$ cat src/rtl/samp_group_iter.sv
// Sample-group sequencer: latches one triangle and its snapped bounding box,
// then walks the box in raster order emitting SAMPS adjacent sample positions per cycle.
module samp_group_iter #(
    parameter int SIGFIG = 24,
    parameter int RADIX  = 10,
    parameter int VERTS  = 3,
    parameter int AXIS   = 3,
    parameter int COLORS = 3,
    parameter int SAMPS  = 4
) (
    input  logic                     clk,
    input  logic                     rst,
    input  logic signed [SIGFIG-1:0] tri_R13S    [VERTS-1:0][AXIS-1:0],
    input  logic        [SIGFIG-1:0] color_R13U  [COLORS-1:0],
    input  logic signed [SIGFIG-1:0] box_R13S    [1:0][1:0],
    input  logic                     validTri_R13H,
    input  logic        [3:0]        subSample_RnnnnU,
    output logic                     halt_RnnnnL,
    output logic signed [SIGFIG-1:0] tri_R14S    [VERTS-1:0][AXIS-1:0],
    output logic        [SIGFIG-1:0] color_R14U  [COLORS-1:0],
    output logic signed [SIGFIG-1:0] sample_R14S [1:0][SAMPS-1:0],
    output logic        [SAMPS-1:0]  validSamp_R14H
);

    typedef enum logic [0:0] {
        WAIT = 1'b0,
        TEST = 1'b1
    } state_t;

    localparam int W1 = SIGFIG + 1;

    // Widen a position by one bit so sums near the positive edge never wrap.
    function automatic logic signed [W1-1:0] sext(input logic signed [SIGFIG-1:0] v);
        return $signed({v[SIGFIG-1], v});
    endfunction

    // Decode the one-hot subsample select into a fixed-point step; anything else means one pixel.
    function automatic logic signed [SIGFIG-1:0] step_sel(input logic [3:0] sub);
        logic [SIGFIG-1:0] one_v;
        logic [SIGFIG-1:0] res_v;
        one_v = {{(SIGFIG-1){1'b0}}, 1'b1};
        case (sub)
            4'b1000: res_v = one_v << RADIX;
            4'b0100: res_v = one_v << (RADIX - 1);
            4'b0010: res_v = one_v << (RADIX - 2);
            4'b0001: res_v = one_v << (RADIX - 3);
            default: res_v = one_v << RADIX;
        endcase
        return $signed(res_v);
    endfunction

    state_t                   state_r;
    logic signed [SIGFIG-1:0] cur_x_r;
    logic signed [SIGFIG-1:0] cur_y_r;
    logic signed [SIGFIG-1:0] llx_r;
    logic signed [SIGFIG-1:0] urx_r;
    logic signed [SIGFIG-1:0] ury_r;
    logic signed [SIGFIG-1:0] step_r;

    state_t                   nxt_state_s;
    logic signed [SIGFIG-1:0] nxt_cur_x_s;
    logic signed [SIGFIG-1:0] nxt_cur_y_s;
    logic signed [SIGFIG-1:0] nxt_llx_s;
    logic signed [SIGFIG-1:0] nxt_urx_s;
    logic signed [SIGFIG-1:0] nxt_ury_s;
    logic signed [SIGFIG-1:0] nxt_step_s;
    logic                     load_s;
    logic signed [W1-1:0]     adv_x_s;
    logic signed [W1-1:0]     adv_y_s;
    logic signed [W1-1:0]     lane_x_s [SAMPS-1:0];
    logic        [SAMPS-1:0]  nxt_valid_s;

    // Next-state, acceptance and raster-advance decision.
    always_comb begin
        nxt_state_s = state_r;
        nxt_cur_x_s = cur_x_r;
        nxt_cur_y_s = cur_y_r;
        nxt_llx_s   = llx_r;
        nxt_urx_s   = urx_r;
        nxt_ury_s   = ury_r;
        nxt_step_s  = step_r;
        load_s      = 1'b0;
        adv_x_s     = sext(cur_x_r) + (sext(step_r) <<< 2);
        adv_y_s     = sext(cur_y_r) + sext(step_r);
        case (state_r)
            WAIT: begin
                if (validTri_R13H) begin
                    load_s      = 1'b1;
                    nxt_llx_s   = box_R13S[0][0];
                    nxt_urx_s   = box_R13S[1][0];
                    nxt_ury_s   = box_R13S[1][1];
                    nxt_step_s  = step_sel(subSample_RnnnnU);
                    nxt_cur_x_s = box_R13S[0][0];
                    nxt_cur_y_s = box_R13S[0][1];
                    // An inverted box has no samples; drop it without leaving WAIT.
                    if ((box_R13S[0][0] > box_R13S[1][0]) || (box_R13S[0][1] > box_R13S[1][1])) begin
                        nxt_state_s = WAIT;
                    end else begin
                        nxt_state_s = TEST;
                    end
                end else begin
                    nxt_state_s = WAIT;
                end
            end
            TEST: begin
                if (adv_x_s <= sext(urx_r)) begin
                    nxt_cur_x_s = $signed(adv_x_s[SIGFIG-1:0]);
                end else if (adv_y_s <= sext(ury_r)) begin
                    nxt_cur_x_s = llx_r;
                    nxt_cur_y_s = $signed(adv_y_s[SIGFIG-1:0]);
                end else begin
                    nxt_state_s = WAIT;
                end
            end
            default: begin
                nxt_state_s = WAIT;
            end
        endcase
    end

    // Lane positions and validity for the group that will be shown next cycle.
    always_comb begin
        logic signed [W1-1:0] acc_v;
        acc_v       = sext(nxt_cur_x_s);
        nxt_valid_s = {SAMPS{1'b0}};
        for (int s = 0; s < SAMPS; s++) begin
            lane_x_s[s] = acc_v;
            acc_v       = acc_v + sext(nxt_step_s);
            if ((nxt_state_s == TEST) && (lane_x_s[s] <= sext(nxt_urx_s))) begin
                nxt_valid_s[s] = 1'b1;
            end else begin
                nxt_valid_s[s] = 1'b0;
            end
        end
    end

    // State, traversal registers and registered outputs.
    always_ff @(posedge clk) begin
        if (rst) begin
            state_r        <= WAIT;
            cur_x_r        <= '0;
            cur_y_r        <= '0;
            llx_r          <= '0;
            urx_r          <= '0;
            ury_r          <= '0;
            step_r         <= '0;
            halt_RnnnnL    <= 1'b1;
            validSamp_R14H <= '0;
            for (int v = 0; v < VERTS; v++) begin
                for (int a = 0; a < AXIS; a++) begin
                    tri_R14S[v][a] <= '0;
                end
            end
            for (int c = 0; c < COLORS; c++) begin
                color_R14U[c] <= '0;
            end
            for (int s = 0; s < SAMPS; s++) begin
                sample_R14S[0][s] <= '0;
                sample_R14S[1][s] <= '0;
            end
        end else begin
            state_r        <= nxt_state_s;
            cur_x_r        <= nxt_cur_x_s;
            cur_y_r        <= nxt_cur_y_s;
            llx_r          <= nxt_llx_s;
            urx_r          <= nxt_urx_s;
            ury_r          <= nxt_ury_s;
            step_r         <= nxt_step_s;
            halt_RnnnnL    <= (nxt_state_s == WAIT);
            validSamp_R14H <= nxt_valid_s;
            if (load_s) begin
                for (int v = 0; v < VERTS; v++) begin
                    for (int a = 0; a < AXIS; a++) begin
                        tri_R14S[v][a] <= tri_R13S[v][a];
                    end
                end
                for (int c = 0; c < COLORS; c++) begin
                    color_R14U[c] <= color_R13U[c];
                end
            end
            if (nxt_state_s == TEST) begin
                for (int s = 0; s < SAMPS; s++) begin
                    sample_R14S[0][s] <= $signed(lane_x_s[s][SIGFIG-1:0]);
                    sample_R14S[1][s] <= nxt_cur_y_s;
                end
            end
        end
    end

endmodule

$ cat config.mk
export PLATFORM = sky130hd
export DESIGN_NAME = samp_group_iter
export DESIGN_NICKNAME = d
export VERILOG_FILES = /design/src/rtl/samp_group_iter.sv
export SDC_FILE = /design/constraint.sdc
export NUM_CORES = 2
export LEC_CHECK = 0
export ABC_AREA = 1
export CORE_AREA = 2 2 345 347
export DETAILED_ROUTE_END_ITERATION = 10
export DIE_AREA = 0 0 347 349
export PLACE_DENSITY = 0.52
export SYNTH_ARGS = -nofsm -noshare
export SYNTH_HDL_FRONTEND = slang
export SYNTH_SLANG_ARGS = --single-unit
$ cat constraint.sdc
create_clock -name clk -period 10.7 [get_ports clk]
set_clock_uncertainty 0.2 [all_clocks]
set_input_delay 3.21 -clock clk [delete_from_list [all_inputs] [get_ports clk]]
set_output_delay 3.21 -clock clk [all_outputs]
set_load 0.01 [all_outputs]
==> results.sh <==
export IMPL_use_met2_pct=47.1
export IMPL_yosys_most_used_dff="dfxtp_1"
export IMPL_cp_max_fo=8
export IMPL_viasPerCell=4.72
export IMPL_tightest_slew_ns=1.30
export IMPL_setup_slack_ns=0.768
export IMPL_max_stage_delay_ns=0.57
export IMPL_clkTransAtPathRegs_ns=0.06
export IMPL_worst_path_dominant_cell_family="compound AO/OA/AOI/OAI gates"
export IMPL_grtUsageMet3_pct=6.33
export IMPL_syn_to_final_growth_pct=48.1
export IMPL_ys_types=60
export IMPL_grt_pass1_wl_mm=230
export IMPL_numClockSinks=557
export IMPL_die_y_um=349
export IMPL_synthArstFlopShare_pct=0
export IMPL_drc=0
export IMPL_ir_drop_uv=138
export IMPL_start_util_pct=26.2
export IMPL_final_cell_mix="clkdlybuf4s50_1 (874), nor2_1 (811), nand2_1 (646), dfxtp_1 (557), o21ai_0 (492)"
export IMPL_finalHoldViolCount=0
export IMPL_holdPathStages=2
export IMPL_h_tree_depth=3
export IMPL_cts_root_buf="clkbuf_16"
export IMPL_slew_viol_final=0
export IMPL_synth_area_leaders="dfxtp_1 (36%), ha_1 (13%), nor2_1 (9.9%)"
export IMPL_gr_total_overflow=0
export IMPL_grt_use_met1_pct=29.0
export IMPL_grt_busiest_layer="met2"
export IMPL_drtIter0Drc=2272
export IMPL_synth_area_um2=30800
export IMPL_whs_ns=0.249
export IMPL_outcome="completed"
export IMPL_p_leak_uw=0.0206
export IMPL_dp_slack_ns=0.220
export IMPL_synth_seq_area_share_pct=36.2
export IMPL_drive_gt1_share_pct=10.4
export IMPL_max_freq_mhz=101
export IMPL_fin_crit_ns=9.93
export IMPL_critical_path_class="reg2reg"
export IMPL_hold_buffers=0
export IMPL_synth_edf_count=0
export IMPL_reg2reg_depth=58
export IMPL_placement_io_buffers=875
export IMPL_antenna_found_initial=55
export IMPL_postSynthCellCount=4244
export IMPL_synth_top_cell_by_area="dfxtp_1"
export IMPL_place_congestion=0.938
export IMPL_cts_made_buffers=72
export IMPL_row_count=126
export IMPL_nets=5997
export IMPL_firstDrtPassIters=6
export IMPL_cap_violations=0
export IMPL_cp_data_arrival_time_ns=10.29
export IMPL_clockBufferDepth=3
export IMPL_grt_pass1_vias=31900
export IMPL_setup_tns_final_ns=0
export IMPL_dp_hpwl_mm=134
export IMPL_worstPathRequired_ns=11.06
export IMPL_coreArea_um2=117000
export IMPL_start_kind="flop"
export IMPL_finalInstanceArea_um2=45600
export IMPL_vias=32500
export IMPL_wl_per_cell_um=23.8
export IMPL_io_pins=876
export IMPL_synth_seq_cells=557
export IMPL_grt_max_degree=221
export IMPL_yosys_warnings=0
export IMPL_die_w_um=347
export IMPL_place_inst=6746
export IMPL_crit_slowest_cell="or4_1"
export IMPL_path_buf_inv=8
export IMPL_slew_headroom_pct=13.1
export IMPL_avgSynthCellArea_um2=7.25
export IMPL_cp_common_cell="nand2_1"
export IMPL_cts_tree="done"
export IMPL_synth_fp_nets=4954
export IMPL_wl_mm=164
export IMPL_layout_commonest_cell="clkdlybuf4s50_1"
export IMPL_setup_viol=0
export IMPL_synth_top_area_share_pct=36.2
export IMPL_track_usage_pct=26.3
export IMPL_final_antenna_net_count=0
export IMPL_final_cells=6898
export IMPL_placed_cell_area_um2=42800
export IMPL_end_kind="flop"
export IMPL_power_density_nw_per_um2=185
export IMPL_insertion_delay_ns=0.65
export IMPL_cp_depth=58
export IMPL_hp_class="reg2reg"
export IMPL_die_area_um2=121000
export IMPL_post_route_period_util_pct=92.8
[Yosys cell counts, types with 4 or more instances]
cell type / n
dfxtp_1: 557
a221oi_1: 11
inv_1: 389
nand2_1: 649
nand4_1: 29
xnor2_1: 25
o21ai_1: 25
a22oi_1: 23
nand3_2: 6
o21ai_2: 8
nand2_2: 16
o211ai_1: 19
nand3_1: 73
o21a_1: 11
o221ai_1: 13
buf_4: 78
and2_1: 9
clkbuf_1: 148
nor2_2: 4
nand3b_1: 4
o21ai_0: 495
a21oi_1: 252
xor2_1: 78
nor3_1: 46
buf_1: 4
inv_2: 5
nor2_1: 815
o21bai_1: 10
o22ai_1: 7
a21o_1: 8
buf_2: 22
a211oi_1: 14
ha_1: 315
a31oi_1: 13
nor4_1: 10
o31ai_1: 5
fa_1: 4
or2_2: 4
a21boi_1: 7
[area by class of cell]
class,instances,area (um^2)
clock buffers,100,2030
flip-flops and latches,557,11200
multi-input cells,3041,17100
diodes,18,45.0
well taps,1536,1920
inverters,394,1490
clock inverters,31,467
fillers,12300,71900
repair buffers,1221,11400
[layer usage]
metal | wire [um] | vias up
met5 | 306 | -
li1 | - | 16000
met4 | 8530 | 48
met3 | 10200 | 283
met2 | 81700 | 992
met1 | 63300 | 15200
[report_power, final]
| group | total, uW | leakage, uW | switching (uW) | internal [uW] |
|---|---|---|---|---|
| Sequential | 2470 | 0.00460 | 152 | 2320 |
| Clock | 2570 | 0.00122 | 1040 | 1540 |
| Combinational | 3380 | 0.0147 | 1890 | 1490 |
[per-stage QoR]
| step | total power [uW] | utilization (%) |
|---|---|---|
| after floorplan | 4090 | - |
| after global placement | 5860 | 36.5 |
| after detailed placement | 5870 | 36.5 |
| after CTS | 8490 | 38.6 |
| after global routing | 8940 | 38.8 |
| final | 8430 | 38.8 |
[worst reg2reg max path, delay by kind of cell, from the launching register on]
kind | cells | cell delay (ns)
AO/OA/AOI/OAI | 18 | 2.85
AND/OR/NAND/NOR | 22 | 2.74
adder cells (fa/ha/maj) | 6 | 1.91
buffers and inverters | 8 | 1.13
XOR/XNOR | 4 | 0.66
flip-flops | 1 | 0.40
[state kept, by name (all words and copies together), names as in the netlist]
signal and flops:
color_R14U 72, sample_R14S 119, halt_RnnnnL 1, state_r 1, cur_y_r 24, ury_r 24
llx_r 24, step_r 24, urx_r 24, cur_x_r 24, validSamp_R14H 4, tri_R14S 216
[worst paths after layout]
path | start | endpoint | slack [ns]
max | step_r[2]$_SDFF_PP0_ | validSamp_R14H[3]$_SDFF_PP0_ | 0.77
min | sample_R14S[71]$_SDFFE_PP0N_ | sample_R14S[71]$_SDFFE_PP0N_ | 0.25
max reg2reg | step_r[2]$_SDFF_PP0_ | validSamp_R14H[3]$_SDFF_PP0_ | 0.77
min reg2reg | sample_R14S[71]$_SDFFE_PP0N_ | sample_R14S[71]$_SDFFE_PP0N_ | 0.25
[kinds of logic (layout without fill, tap and decap cells)]
logic type      Yosys count  in the layout  synth area share [%]
compound gates          943            943                  16.9
xor+xnor                106            106                  3.09
fa+ha+maj               319            319                  13.1
buf+inv                 646           1746                  8.92
flops                   557            557                  36.2
other cells               0             18                     0
simple gates           1673           1673                  21.8
[timing repair]
| item | 4_1_cts | 5_1_grt |
|---|---|---|
| gates resized for setup | 0 | 41 |
| setup endpoints to repair | 0 | 1 |
| setup buffers | 0 | 3 |
(Power assumes the default switching activity.)
